==> config.mk <==
export PLATFORM = sky130hd
export DESIGN_NAME = sal_arbiter_wrr
export DESIGN_NICKNAME = d
export VERILOG_FILES = /design/src/rtl/sal_arbiter_pkg.sv /design/src/rtl/sal_rr_pick.sv /design/src/rtl/sal_arbiter_wrr.sv
export SDC_FILE = /design/constraint.sdc
export NUM_CORES = 1
export LEC_CHECK = 0
export CORE_AREA = 10 10 450 452
export CTS_BUF_LIST = sky130_fd_sc_hd__clkbuf_8
export CTS_CLUSTER_DIAMETER = 120
export DETAILED_ROUTE_END_ITERATION = 8
export DIE_AREA = 0 0 460 462
export GPL_TIMING_DRIVEN = 0
export MAX_ROUTING_LAYER = met4
export PLACE_DENSITY = 0.33
export SLEW_MARGIN = 30
export SYNTH_ARGS = -nofsm -noshare
export SYNTH_HDL_FRONTEND = slang
export SYNTH_SLANG_ARGS = --single-unit
==> constraint.sdc <==
create_clock -name clk -period 8.1 [get_ports clk]
set_input_delay 1.62 -clock clk [delete_from_list [all_inputs] [get_ports clk]]
set_output_delay 1.62 -clock clk [all_outputs]
set_load 0.05 [all_outputs]
==> src/rtl/sal_arbiter_pkg.sv <==
// Shared types and helpers for the SAL arbiter family.
package sal_arbiter_pkg;

  localparam int unsigned MAX_REQ = 256;
  localparam int unsigned IDX_W   = 8;

  typedef logic [MAX_REQ-1:0] req_mask_t;

  // Pointer width; a 2-requester arbiter still needs one bit.
  function automatic int unsigned ptr_width(input int unsigned n);
    return (n <= 2) ? 1 : $clog2(n);
  endfunction

  function automatic logic [IDX_W-1:0] onehot_to_bin(input req_mask_t oh);
    logic [IDX_W-1:0] idx;
    idx = '0;
    for (int i = 0; i < MAX_REQ; i++) begin
      if (oh[i]) idx |= IDX_W'(i);
    end
    return idx;
  endfunction

endpackage

==> src/rtl/sal_rr_pick.sv <==
// Rotating-priority picker: lowest set request at or above ptr, wrapping to 0.
module sal_rr_pick
  import sal_arbiter_pkg::*;
#(
  parameter int unsigned REQ_CNT = 64,
  parameter int unsigned PTR_W   = ptr_width(REQ_CNT)
) (
  input  logic [REQ_CNT-1:0] req_i,
  input  logic [PTR_W-1:0]   ptr_i,
  output logic [REQ_CNT-1:0] gnt_o,
  output logic [PTR_W-1:0]   idx_o,
  output logic               valid_o
);

  logic [REQ_CNT-1:0]   mask;
  logic [2*REQ_CNT-1:0] dbl;
  logic [2*REQ_CNT-1:0] first;

  always_comb begin
    mask = '0;
    for (int i = 0; i < REQ_CNT; i++) begin
      mask[i] = (i >= int'(ptr_i));
    end
  end

  // Masked copy in the low half wins; the unmasked upper half covers the wrap.
  assign dbl     = {req_i, req_i & mask};
  assign first   = dbl & (-dbl);
  assign gnt_o   = first[REQ_CNT-1:0] | first[2*REQ_CNT-1:REQ_CNT];
  assign idx_o   = PTR_W'(onehot_to_bin(req_mask_t'(gnt_o)));
  assign valid_o = |req_i;

endmodule

==> src/rtl/sal_arbiter_wrr.sv <==
// Weighted round-robin arbiter with payload mux and registered output stage.
module sal_arbiter_wrr
  import sal_arbiter_pkg::*;
#(
  parameter int unsigned REQ_CNT      = 64,
  parameter int unsigned DATA_WIDTH   = 12,
  parameter int unsigned WEIGHT_WIDTH = 4
) (
  input  logic                                   clk,
  input  logic                                   rst_n,
  input  logic [REQ_CNT-1:0]                     req_arr_i,
  input  logic [REQ_CNT-1:0][DATA_WIDTH-1:0]     data_arr_i,
  input  logic [REQ_CNT-1:0][WEIGHT_WIDTH-1:0]   weight_arr_i,
  output logic [REQ_CNT-1:0]                     gnt_arr_o,
  output logic                                   req_o,
  output logic [DATA_WIDTH-1:0]                  data_o,
  input  logic                                   gnt_i
);

  localparam int unsigned PTR_W = ptr_width(REQ_CNT);

  logic [PTR_W-1:0]        ptr_q, ptr_d;
  logic [PTR_W-1:0]        owner_q, owner_d;
  logic                    owner_valid_q, owner_valid_d;
  logic [WEIGHT_WIDTH-1:0] burst_cnt_q, burst_cnt_d;
  logic                    req_q, req_d;
  logic [DATA_WIDTH-1:0]   data_q, data_d;

  logic [REQ_CNT-1:0] pick_gnt;
  logic [PTR_W-1:0]   win_idx;
  logic [PTR_W-1:0]   win_next;
  logic               pick_valid;
  logic               load_en;
  logic               grant;
  logic [WEIGHT_WIDTH-1:0] win_weight;

  sal_rr_pick #(
    .REQ_CNT (REQ_CNT),
    .PTR_W   (PTR_W)
  ) u_pick (
    .req_i   (req_arr_i),
    .ptr_i   (ptr_q),
    .gnt_o   (pick_gnt),
    .idx_o   (win_idx),
    .valid_o (pick_valid)
  );

  assign load_en    = !req_q || gnt_i;
  assign grant      = load_en && pick_valid;
  assign gnt_arr_o  = (grant && rst_n) ? pick_gnt : '0;
  assign win_next   = (win_idx == PTR_W'(REQ_CNT - 1)) ? '0 : win_idx + 1'b1;
  assign win_weight = weight_arr_i[win_idx];
  assign req_o      = req_q;
  assign data_o     = data_q;

  // owner_valid implies burst_cnt > 0: the burst ends on the grant that consumes its last credit.
  always_comb begin
    ptr_d         = ptr_q;
    owner_d       = owner_q;
    owner_valid_d = owner_valid_q;
    burst_cnt_d   = burst_cnt_q;
    req_d         = req_q;
    data_d        = data_q;
    if (grant) begin
      req_d  = 1'b1;
      data_d = data_arr_i[win_idx];
      if (owner_valid_q && (win_idx == owner_q)) begin
        burst_cnt_d = burst_cnt_q - 1'b1;
        if (burst_cnt_q == WEIGHT_WIDTH'(1)) begin
          ptr_d         = win_next;
          owner_valid_d = 1'b0;
        end else begin
          ptr_d = owner_q;
        end
      end else begin
        owner_d       = win_idx;
        burst_cnt_d   = win_weight;
        owner_valid_d = (win_weight != '0);
        // An aborted burst or a weight-0 winner moves on past the winner.
        ptr_d = (owner_valid_q || (win_weight == '0)) ? win_next : win_idx;
      end
    end else if (load_en) begin
      req_d = 1'b0;
    end
  end

  always_ff @(posedge clk or negedge rst_n) begin
    if (!rst_n) begin
      ptr_q         <= '0;
      owner_q       <= '0;
      owner_valid_q <= 1'b0;
      burst_cnt_q   <= '0;
      req_q         <= 1'b0;
      data_q        <= '0;
    end else begin
      ptr_q         <= ptr_d;
      owner_q       <= owner_d;
      owner_valid_q <= owner_valid_d;
      burst_cnt_q   <= burst_cnt_d;
      req_q         <= req_d;
      data_q        <= data_d;
    end
  end

endmodule

Word level (Yosys, flattened, before mapping)
Cells that the tools add are included.
- register bits after elaboration: 30
- input port bits: 1091
- output and inout bits: 77
- logic and storage cells: 180
- add/sub/neg operators: 3
- $lt $le $gt $ge: 64
- eq/ne operators: 5
- mux-type cells: 87
- bitwise gates (word level): 3
- reductions and logical operators: 12
- operator list (operator ; count):
    $mux 6 ; 41
    $ge 6x6->1 const A ; 31
    $and 128x128->128 ; 1
    $neg 128->128 ; 1
    $ge 5x6->1 const A ; 16
    $mux 5 ; 16
    $bmux 12 s6 ; 1
    $and 64x64->64 ; 1
    $mux 64 ; 1
    $or 64x64->64 ; 1
    $reduce_or 64->1 ; 1
    $ge 4x6->1 const A ; 8
    $mux 4 ; 11
    $bmux 4 s6 ; 1
    $ge 3x6->1 const A ; 4
    $ge 1x6->1 const A ; 2
    $ge 2x6->1 const A ; 2
    $mux 12 ; 1
    $mux 3 ; 4
    $mux 1 ; 9
    $lt 6x7->1 const B ; 1
    $add 6x1->6 const B ; 1
    $eq 6x6->1 ; 1
    $eq 6x6->1 const B ; 1
    12 further kinds ; 17

Depth between registers and ports, before layout
- depth in word-level cells: 75
- mapped depth: 28
- gate-level depth less buffers: 19

By module
A second synthesis with hierarchy kept.
- cells, all modules: 1480
- area, all modules: 14724.1 µm²
- modules (own cells, without submodules) (module ; times used ; cells each ; area each (µm²) ; seq. area each (µm²)):
    sal_arbiter_wrr ; 1 ; 773 ; 10242.3 ; 750.7
    sal_rr_pick ; 1 ; 707 ; 4481.8 ; 0.0

Worst setup path after synthesis
OpenSTA, ideal clock, no wires.
- kind: input port to output port
- start point: input req_arr_i[13]
- end point: output gnt_arr_o[61]
- arrival: 5083 ps
- required time: 6480 ps
- path slack: 1397 ps
- stages: 9
- buffers on the path: 3
- cells stage by stage: nor3b_1 -> a222oi_1 -> nand3_1 -> or4_1 -> clkbuf_1 -> or4_4 -> buf_6 -> buf_6 -> nor4_1
- cells in the longest elaborated chain, start to end: 5
- elaborated cells on any way between the ends: 8
- classes of those cells: add/sub (1); mux (1); bitwise (3); reduce/logical (3)
- RTL lines (item ; line ; text):
    from (decl) ; sal_arbiter_wrr.sv:11 ; input logic [REQ_CNT-1:0] req_arr_i,
    $and 64x64->64 ; sal_rr_pick.sv:27 ; assign dbl = {req_i, req_i & mask};
    $neg 128->128 ; sal_rr_pick.sv:28 ; assign first = dbl & (-dbl);
    $and 128x128->128 ; sal_rr_pick.sv:28 ;
    $or 64x64->64 ; sal_rr_pick.sv:29 ; assign gnt_o = first[REQ_CNT-1:0] | first[2*REQ_CNT-1:REQ_CNT];
    $mux 64 * ; sal_arbiter_wrr.sv:50 ; assign gnt_arr_o = (grant && rst_n) ? pick_gnt : '0;
    to (decl) ; sal_arbiter_wrr.sv:14 ; output logic [REQ_CNT-1:0] gnt_arr_o,
Every way passes the cells marked *; elsewhere a longest branch is shown, timed or not.

Worst setup path in the final report
- start point: input req_arr_i[51]
- end point: register ptr_q[2]
- cells in the longest elaborated chain, start to end: 74
- elaborated cells on any way between the ends: 84
- classes of those cells: add/sub (2); eq/ne (2); mux (72); bitwise (3); reduce/logical (5)
- RTL lines (item ; line ; text):
    $and 64x64->64 ; sal_rr_pick.sv:27 ;
    $neg 128->128 ; sal_rr_pick.sv:28 ;
    $and 128x128->128 ; sal_rr_pick.sv:28 ;
    $or 64x64->64 ; sal_rr_pick.sv:29 ;
    $mux 1 ; sal_arbiter_pkg.sv:18 ; if (oh[i]) idx |= IDX_W'(i);
    $mux 2 (2 in series) ; sal_arbiter_pkg.sv:18 ;
    $mux 3 (4 in series) ; sal_arbiter_pkg.sv:18 ;
    $mux 4 (8 in series) ; sal_arbiter_pkg.sv:18 ;
    $mux 5 (16 in series) ; sal_arbiter_pkg.sv:18 ;
    $mux 6 (32 in series) ; sal_arbiter_pkg.sv:18 ;
    $bmux 4 s6, or another cell as far along ; sal_arbiter_wrr.sv:52 ; assign win_weight = weight_arr_i[win_idx];
    $mux 4 (not written as such) / $mux 6 (equally long branches) ; sal_arbiter_wrr.sv:52, sal_arbiter_wrr.sv:51 ;
    $logic_not 4->1 / $mux 6 (equally long branches) ; sal_arbiter_wrr.sv:80, sal_arbiter_wrr.sv:69 ;
    $logic_or 1x1->1 / $mux 6 (equally long branches) ; sal_arbiter_wrr.sv:80, sal_arbiter_wrr.sv:67 ;
    $mux 6, on equally long branches ; sal_arbiter_wrr.sv:80, sal_arbiter_wrr.sv:64 ;
    $mux 6 ; sal_arbiter_wrr.sv:67 ; if (owner_valid_q && (win_idx == owner_q)) begin
    $mux 6 ; sal_arbiter_wrr.sv:64 ; if (grant) begin
    to (signal assigned) ; sal_arbiter_wrr.sv:96 ; ptr_q <= ptr_d;
    to (decl) ; sal_arbiter_wrr.sv:22 ; logic [PTR_W-1:0] ptr_q, ptr_d;
Several ways; a longest one is shown, not always the timed one. The select of a mux whose other input is x is not followed.
A chain may end at the register's enable or synchronous reset.

==> results.yml <==
logic_synthesis:
  synth_edf_count: 0
  synthCells: 2409
  ys.flop_type: "dfrtp_1"
  yosys_warnings: 0
  synth_area_sq_um: 16100
  syn_area_per_cell_sq_um: 6.69
  synthArstFlopShare_pct: 100
  synth-seq-cells: 30
  yosysSeqAreaShare_pct: 4.66
  synth_cell_types: 91
  synth_nets: 3503
routing:
  ant_nets: 0
  vias: 26100
  first_iter_violations: 1970
  avgRoutedWirePerCell_microns: 35.4
  drt_pass1_iterations: 6
  wirelength_microns: 220000
  drc: 0
  avgViaCountPerCell: 4.21
worst_hold_path:
  worstHoldStart: "data_o[4]"
  holdCritPathClass: "register to register"
place:
  place_congestion: 0.965
  dpl.hpwl_microns: 196000
  port_buffers: 1163
  place_area_sq_um: 31300
  place_ws_ns: -3.72
critical_path:
  endpoint_kind: "register"
  critPathSlowestCell: "o21ai_0"
  regToRegSetupSlack_ns: 0.14
  worstSetupPathType: "primary input to register"
  crit_path_max_incr_delay_ns: 0.73
  worst-endpoint-arrival_ns: 8.28
  crit_required_ns: 8.31
  crit_start: "req_arr_i[51]"
  start_kind: "primary input"
  worst-path-max-fanout: 10
  timing.rr.start: "ptr_q[4]"
  crit_chain: "clkdlybuf4s50_1 -> or2_2 -> o221ai_2 -> nand4_1 -> buf_4 -> nor4_4 -> and2_0 -> clkbuf_2 -> and3_1 -> buf_2 -> o21ai_0 -> nand3_1 -> nor4_1 -> and3_1 -> clkbuf_2 -> nor3_2 -> a2111oi_2 -> a211oi_2 -> o41ai_4 -> buf_4 -> mux2_1 -> o22ai_1"
clock_tree:
  cts_tree: "yes"
  cts_inserted_buffers: 5
  clockRootBuffer: "clkbuf_8"
  ctsHoldBuffers: 0
  clk_pin_slew_ns: 0.08
  clockBufferDepth: 2
  clk_latency_ns: 0.31
  cts_sinks: 30
  htreeDepth: 2
power:
  seqPwrFrac_pct: 1.7
  p_sw_share_pct: 67.3
  irDropWorstVdd_v: 0.000247
  p_leak_nw: 12.5
  power.switching_mw: 12.1
  p_int_mw: 5.86
  clkPwrFrac_pct: 1.1
  comb_power_share_pct: 97.2
  powerDensity_nw_per_um2: 537
floorplanning:
  die_width_microns: 460
  pin_count: 1168
  core_area_sq_um: 194000
  fp-row-count: 162
  start_util_pct: 8.31
  dieHeight_microns: 462
  die_area_sq_um: 213000
cells_and_area:
  fin_nets: 4738
  drive_gt1_share_pct: 16.5
  area_growth_pct: 107
  fin_area_sq_um: 33300
  final_core_util_pct: 17.2
  n_fill_cell: 22200
grt:
  grt_pass1_wl_microns: 278000
  overflow: 0
  grt_max_degree: 22
  grt.total_usage_pct: 20.0
  antenna_found_initial: 52
  grt_pass1_vias: 27800
flow_run:
  drv_cap: 0
sta:
  period_needed_ns: 8.07
  fmax_mhz: 124
  setup_viol: 0
  holdWs_ns: 0.494
  drv_slew: 0
  setup_ws_ns: 0.0322
  finalHoldViolations: 0
  rsz0062_at_grt: "yes"
  worst_pin_slew_ns: 0.967
  relSlewSlack_pct: 35.3
  fin_crit_sh_pct: 99.6
  fin_skew_ns: 0.0188
status:
  outcome: "finished, final reports clean"
-- sequential cells by signal (all words and copies together), names as in the netlist --
| register | cells |
|---|---|
| owner_valid_q | 1 |
| ptr_q | 6 |
| req_o | 1 |
| owner_q | 6 |
| data_o | 12 |
| burst_cnt_q | 4 |
-- synth_stat cells, drive strengths merged, types with 7 or more instances --
cell type	instances	area (sq um)
nand2	350	1310
mux2i	281	2810
nor2	261	987
mux2	172	1940
a211oi	134	1010
nand3	123	616
buf	117	623
a21oi	101	505
clkbuf	100	377
o21ai	87	435
o211ai	72	541
nand4	64	407
nor3	60	310
and3	53	332
nor4	42	282
dfrtp	30	751
a31oi	26	163
o311ai	25	219
inv	18	67.6
o31ai	18	149
a32oi	17	149
or4	17	131
and2	14	87.6
and4	14	123
nor2b	13	81.3
or2	13	81.3
or3	12	75.1
a32o	11	110
nand3b	10	75.1
a21boi	9	67.6
nand2b	9	56.3
nor4b	9	78.8
nor3b	8	60.1
o22ai	8	50.1
a21o	7	52.6
xnor2	7	61.3
-- cells by family after synthesis --
group | share of synthesized area, %
flops | 4.66
xor+xnor | 0.435
buf+inv | 6.63
fa+ha+maj | 0.233
mux | 29.5
compound gates | 26.0
simple gates | 32.6
-- power by group through the flow --
stage / clock network (mW) / registers (mW) / logic (mW)
after floorplan: 0 / 0.375 / 8.02
after global placement: 0 / 0.302 / 16.6
after detailed placement: 0 / 0.305 / 16.8
after CTS: 0.213 / 0.302 / 17.9
after global routing: 0.218 / 0.308 / 18.5
final: 0.206 / 0.302 / 17.4
-- path summary, 6_finish.rpt --
| path | endpoint | cells after the start |
|---|---|---|
| setup / recovery | ptr_q[2] | 22 |
| hold / removal | data_o[4] | 2 |
| setup reg to reg | ptr_q[2] | 23 |
| hold reg to reg | data_o[4] | 2 |
| max in group asynchronous | burst_cnt_q[1] | 2 |
| min in group asynchronous | req_o | 1 |
-- placed cells by master, fill, tap and decap left out, types with 13 or more instances in the layout --
master and instances:
nor4_1 18, a21oi_1 95, buf_2 63, a211oi_1 103
a31oi_1 18, mux2i_2 13, clkbuf_2 32, a211oi_2 23
buf_4 85, mux2i_1 262, or2_2 13, nand2_1 346
nand3_1 113, and4_1 14, mux2_2 170, buf_6 14
and3_1 52, dlymetal6s2s_1 23, nand4_1 63, clkbuf_1 53
dfrtp_1 30, nor3_1 42, o21ai_1 21, diode_2 26
inv_1 16, o21ai_0 62, nor2b_1 13, nor2_1 256
clkdlybuf4s50_1 1128, o211ai_1 72, a32oi_1 13
-- metrics by stage --
stage	std cells	TNS [ns]	power, mW
floorplan	2409	0	8.39
global placement	6114	-149.94	16.9
detailed placement	6125	-106.99	17.1
CTS	6174	0	18.4
global route	6203	-0.0140	19.0
finish	6213	0	17.9
-- worst max-delay path: cells and delay by family --
kind	cells	cell delay, ns
simple gates	9	2.01
buf+inv	6	1.92
mux	1	0.35
compound gates	6	2.34
-- repair_timing --
item                                    in CTS  in global routing
gates cloned                                 0                  0
pin swaps                                   44                 20
setup buffers                               44                 13
gates resized for setup                    299                 73
endpoints found under the setup margin      92                 59
-- per-layer routing --
metal	wire, microns	part of all wire [%]	vias to the layer above	GRT usage (%)
li1	-	-	11700	-
met4	8410	3.8	0	6.00
met5	0	0	-	-
met2	115000	52	1278	37.0
met1	85500	39	12900	22.0
met3	10700	4.9	200	2.77
-- layout make-up --
| cell class | instances | area (sq um) | share of cell area, % |
|---|---|---|---|
| repair buffers | 1231 | 12200 | 36.7 |
| plain buffers | 214 | 1320 | 3.96 |
| multi-input cells | 2144 | 15600 | 46.7 |
| flip-flops and latches | 30 | 751 | 2.25 |
| clock buffers | 6 | 82.6 | 0.248 |
| diodes | 26 | 65.1 | 0.195 |
| well taps | 2542 | 3180 | 9.54 |
| clock inverters | 2 | 60.1 | 0.180 |
| inverters | 18 | 67.6 | 0.203 |
Note: power is estimated with default switching activity, not from simulation.
